### src/rtl/mux2_rr_arbiter_pkg.sv
// Shared types for the two-input round-robin arbiter.
// The grant counters exist only when MUX2_RR_ARBITER_STATS_EN is defined.
package mux2_rr_arbiter_pkg;
    typedef logic src_t;

    localparam src_t SRC_IN0 = 1'b0;
    localparam src_t SRC_IN1 = 1'b1;

    localparam int P_CNT_NBITS = 16;
    typedef logic [P_CNT_NBITS-1:0] cnt_t;
endpackage

### src/rtl/mux2_rr_arbiter_prio.sv
// Priority register plus combinational grant/ready for two requesters.
// Priority flips to the other requester after every accepted transfer.
module mux2_rr_prio
    import mux2_rr_arbiter_pkg::*;
(
    input  logic       clk,
    input  logic       reset,
    input  logic [1:0] i_vals,
    input  logic       i_can_load,
    input  logic       i_xfer,
    output logic [1:0] o_grant,
    output logic [1:0] o_rdy,
    output src_t       o_sel
);
    src_t r_prio;

    always_ff @(posedge clk or posedge reset) begin
        if (reset)       r_prio <= SRC_IN0;
        else if (i_xfer) r_prio <= ~o_sel;
    end

    // With no requester, sel parks on prio; the mux output is unused then.
    always_comb begin
        o_grant = 2'b00;
        o_sel   = r_prio;
        case (i_vals)
            2'b01: begin o_grant = 2'b01; o_sel = SRC_IN0; end
            2'b10: begin o_grant = 2'b10; o_sel = SRC_IN1; end
            2'b11: o_grant = r_prio ? 2'b10 : 2'b01;
            default: ;
        endcase
    end

    assign o_rdy = o_grant & {2{i_can_load}};
endmodule

### src/rtl/vc_mux2.sv
// Plain two-input mux used as the shared data path.
module vc_Mux2 #(
    parameter int p_nbits = 32
) (
    input  logic [p_nbits-1:0] in0,
    input  logic [p_nbits-1:0] in1,
    input  logic               sel,
    output logic [p_nbits-1:0] out
);
    assign out = sel ? in1 : in0;
endmodule

### src/rtl/mux2_rr_arbiter.sv
// Round-robin arbiter feeding a one-entry registered output buffer.
// Define MUX2_RR_ARBITER_STATS_EN to add saturating per-input grant counters.
module mux2_rr_arbiter
    import mux2_rr_arbiter_pkg::*;
#(
    parameter int p_nbits     = 32,
    parameter int p_cnt_nbits = 16
) (
    input  logic               clk,
    input  logic               reset,
    input  logic               in0_val,
    output logic               in0_rdy,
    input  logic [p_nbits-1:0] in0_msg,
    input  logic               in1_val,
    output logic               in1_rdy,
    input  logic [p_nbits-1:0] in1_msg,
    output logic               out_val,
    input  logic               out_rdy,
    output logic [p_nbits-1:0] out_msg,
    output logic               out_src
`ifdef MUX2_RR_ARBITER_STATS_EN
    ,
    input  logic                   clr_cnt,
    output logic [p_cnt_nbits-1:0] cnt0,
    output logic [p_cnt_nbits-1:0] cnt1
`endif
);
    logic [1:0]         w_grant;
    logic [1:0]         w_rdy;
    src_t               w_sel;
    logic               w_can_load;
    logic               w_xfer;
    logic [p_nbits-1:0] w_mux_out;

    logic               r_out_val;
    logic [p_nbits-1:0] r_out_msg;
    src_t               r_out_src;

    assign w_can_load = !r_out_val || out_rdy;
    assign w_xfer     = |w_rdy;

    mux2_rr_prio u_prio (
        .clk        (clk),
        .reset      (reset),
        .i_vals     ({in1_val, in0_val}),
        .i_can_load (w_can_load),
        .i_xfer     (w_xfer),
        .o_grant    (w_grant),
        .o_rdy      (w_rdy),
        .o_sel      (w_sel)
    );

    vc_Mux2 #(.p_nbits(p_nbits)) u_mux (
        .in0 (in0_msg),
        .in1 (in1_msg),
        .sel (w_sel),
        .out (w_mux_out)
    );

    // A load wins over a drain, giving full throughput on back-to-back traffic.
    always_ff @(posedge clk or posedge reset) begin
        if (reset) begin
            r_out_val <= 1'b0;
            r_out_msg <= '0;
            r_out_src <= SRC_IN0;
        end else if (w_xfer) begin
            r_out_val <= 1'b1;
            r_out_msg <= w_mux_out;
            r_out_src <= w_sel;
        end else if (r_out_val && out_rdy) begin
            r_out_val <= 1'b0;
        end
    end

    assign in0_rdy = w_rdy[0];
    assign in1_rdy = w_rdy[1];
    assign out_val = r_out_val;
    assign out_msg = r_out_msg;
    assign out_src = r_out_src;

`ifdef MUX2_RR_ARBITER_STATS_EN
    logic [p_cnt_nbits-1:0] r_cnt0, r_cnt1;

    always_ff @(posedge clk or posedge reset) begin
        if (reset) begin
            r_cnt0 <= '0;
            r_cnt1 <= '0;
        end else if (clr_cnt) begin
            r_cnt0 <= '0;
            r_cnt1 <= '0;
        end else begin
            if (w_rdy[0] && r_cnt0 != {p_cnt_nbits{1'b1}}) r_cnt0 <= r_cnt0 + 1'b1;
            if (w_rdy[1] && r_cnt1 != {p_cnt_nbits{1'b1}}) r_cnt1 <= r_cnt1 + 1'b1;
        end
    end

    assign cnt0 = r_cnt0;
    assign cnt1 = r_cnt1;
`endif
endmodule

### config.mk
export PLATFORM = sky130hd
export DESIGN_NAME = mux2_rr_arbiter
export DESIGN_NICKNAME = d
export VERILOG_FILES = /design/src/rtl/mux2_rr_arbiter_pkg.sv /design/src/rtl/mux2_rr_arbiter_prio.sv /design/src/rtl/vc_mux2.sv /design/src/rtl/mux2_rr_arbiter.sv
export SDC_FILE = /design/constraint.sdc
export NUM_CORES = 1
export LEC_CHECK = 0
export ABC_AREA = 1
export BUFFER_PORTS_ARGS = -buffer_cell sky130_fd_sc_hd__buf_2
export CAP_MARGIN = 20
export CORE_UTILIZATION = 49
export DETAILED_ROUTE_END_ITERATION = 16
export PLACE_DENSITY = 0.86
export SETUP_SLACK_MARGIN = 0.15
export SLEW_MARGIN = 20
export SYNTH_ARGS = -nofsm -noshare
export SYNTH_HDL_FRONTEND = slang
export SYNTH_HIERARCHICAL = 1
export SYNTH_SLANG_ARGS = --single-unit
### constraint.sdc
create_clock -name clk -period 4.6 [get_ports clk]
set_input_delay 0.92 -clock clk [delete_from_list [all_inputs] [get_ports clk]]
set_output_delay 0.92 -clock clk [all_outputs]
set_load 0.005 [all_outputs]
==> impl_results.md <==
- Status: complete, no violations
- Total GRT Usage: 23.3%
- CTS Buffer Depth: 2
- Crit Path Category: primary input to primary output
- Crit path top cell by count: buf_2
- RSZ-0062 raised after global routing: false
- Synth Instances: 273
- Crit path DAT: 1.92 ns
- Synth Warn #: 6
- Maximum ir drop on the vdd rail: 0.239 mV
- CTS tree: done
- Pwr per Cell Area: 439 nW/µm²
- # Post-CTS Setup Buffers: 0
- IO buf count: 104
- Maximum fanout along the worst path: 35
- Hold_buf cts: 0
- Final Skew: 0.00271 ns
- Post-layout nets: 442
- Ant. Diodes: 0
- Grt ovf: 0
- Via count: 2,029
- Vias in the first global route: 1,783
- Area Growth Syn to Fin: 26.5%
- Syn avg cell area: 7.29 µm²
- Final setup viols: 0
- Tcrit/Tclk final: 61.8%
- Max-slew headroom: 45.5%
- Initial core utilization: 52.8%
- Floorplan die height: 65.7 µm
- 1st-iter DRT viols: 145
- Tot Pwr: 1100 µW
- Clock Latency Late Sink: 0.28 ns
- Worst path slowest cell: buf_4
- Setup TNS: 0 ns
- Min cycle time layout: 2.84 ns
- First-pass GRT wire length: 7.72 mm
- Clock Pin Slew Worst Setup and Hold Paths: 0.07 ns
- Synth Net Count: 344
- Core Region: 3770 µm²
- Fill cell count: 339
- Leak: 0.00156 µW
- Worst-Margin Slew: 0.815 ns
- Post-route ant nets: 0
- Largest net degree at the start of global routing: 36
- Die X-Extent: 65.7 µm
- R2R Setup Slk: 2.34 ns
- Max-cap violation count: 0
- Root Driver: clkbuf_8
- Initial antenna violation count: 0
- Fmax: 352 MHz
- CP required: 3.68 ns
- Cts bufs inserted: 5
- H-tree depth: 2
- Setup crit end kind: primary output
- DR WL/cell: 11.6 µm
- Synthesized cell area: 1990 µm²
- 1st-pass router iterations: 4
- Vias per inst: 4.85
- Hold Path Class: primary input to async pin
- Ratio of cells with drive above 1 in the final layout: 35.7%
- Area of the die: 4320 µm²
- CP Launch Type: primary input
- Post-CTS Resized: 0
- Top-Level Pins: 105
- Post-detail-place hpwl: 3.30 mm
- Row cnt: 22
- Commonest non-fill, non-tap cell in the layout: nand2_1
- Final hold violations: 0
- Final Slew Violations: 0
- CP peak stage delay: 0.32 ns
- Wirelength, routed: 4.86 mm
- Remaining DRCs: 0
- Clk sinks: 35
- GPL Wtd Cong: 0.740
- Crit-path cells: buf_2 -> ha_1 -> nand3_1 -> a21oi_2 -> buf_4 -> buf_2
- Most frequent cells in the layout: 153 x nand2_1, 104 x buf_2, 35 x dfrtp_1
==> power breakdown <==
| group | leakage, µW | internal [µW] | switching [µW] |
|---|---|---|---|
| sequential | 0.000433 | 415 | 57.8 |
| clock | 0.0000371 | 101 | 100 |
| combinational | 0.00109 | 182 | 248 |
| total | 0.00156 | 698 | 406 |
==> routing by layer <==
metal / share of wire, % / track usage (%) / vias up
li1: - / - / 1032
met1: 46 / 30.0 / 903
met2: 47 / 38.8 / 92
met3: 6.5 / 6.08 / 2
met4: 0.56 / 5.43 / 0
met5: 0 / 0 / -
==> per-stage QoR <==
stage                     cell area [µm²]  hold WS, ns  instances  setup slack, ns  utilization, %
after floorplan                      1990        0.472        273             2.11               -
after global placement               2440        0.458        412             1.60            64.7
after detailed placement             2440        0.460        412             1.49            64.7
after CTS                            2510        0.462        418             1.77            66.7
after global routing                 2520        0.456        418             1.68            66.7
final                                2520        0.472        418             1.76            66.7
==> registers in the layout (all words and copies together), names as in the netlist <==
signal         flops
u_prio/r_prio      1
out_val            1
out_src            1
out_msg           32
==> worst max-delay path: cells and delay by family <==
kind / cells / cell delay (ns)
AND/OR/NAND/NOR: 1 / 0.09
buffers and inverters: 3 / 0.62
adder cells (fa/ha/maj): 1 / 0.17
AO/OA/AOI/OAI: 1 / 0.12
==> path summary, 6_finish.rpt <==
path,to,start,cells past startpoint
max,in0_rdy,in1_val,6
max in group asynchronous,out_msg[1]$_DFFE_PP0P_,reset,3
max reg2reg,u_prio/r_prio$_DFFE_PP0P_,out_val$_DFFE_PP0P_,9
min reg2reg,out_src$_DFFE_PP0P_,out_src$_DFFE_PP0P_,2
min in group clk,out_src$_DFFE_PP0P_,out_src$_DFFE_PP0P_,2
min,u_prio/r_prio$_DFFE_PP0P_,reset,2
==> layout make-up <==
type                       instances  area [µm²]  area share [%]
tap                               48        60.1            2.39
inverter                          10        45.0            1.79
timing repair buffer             107         543            21.6
clock buffer                       6        72.6            2.88
sequential                        35         876            34.8
multi-input combinational        212         920            36.5
Power figures use the tool's default switching activity.
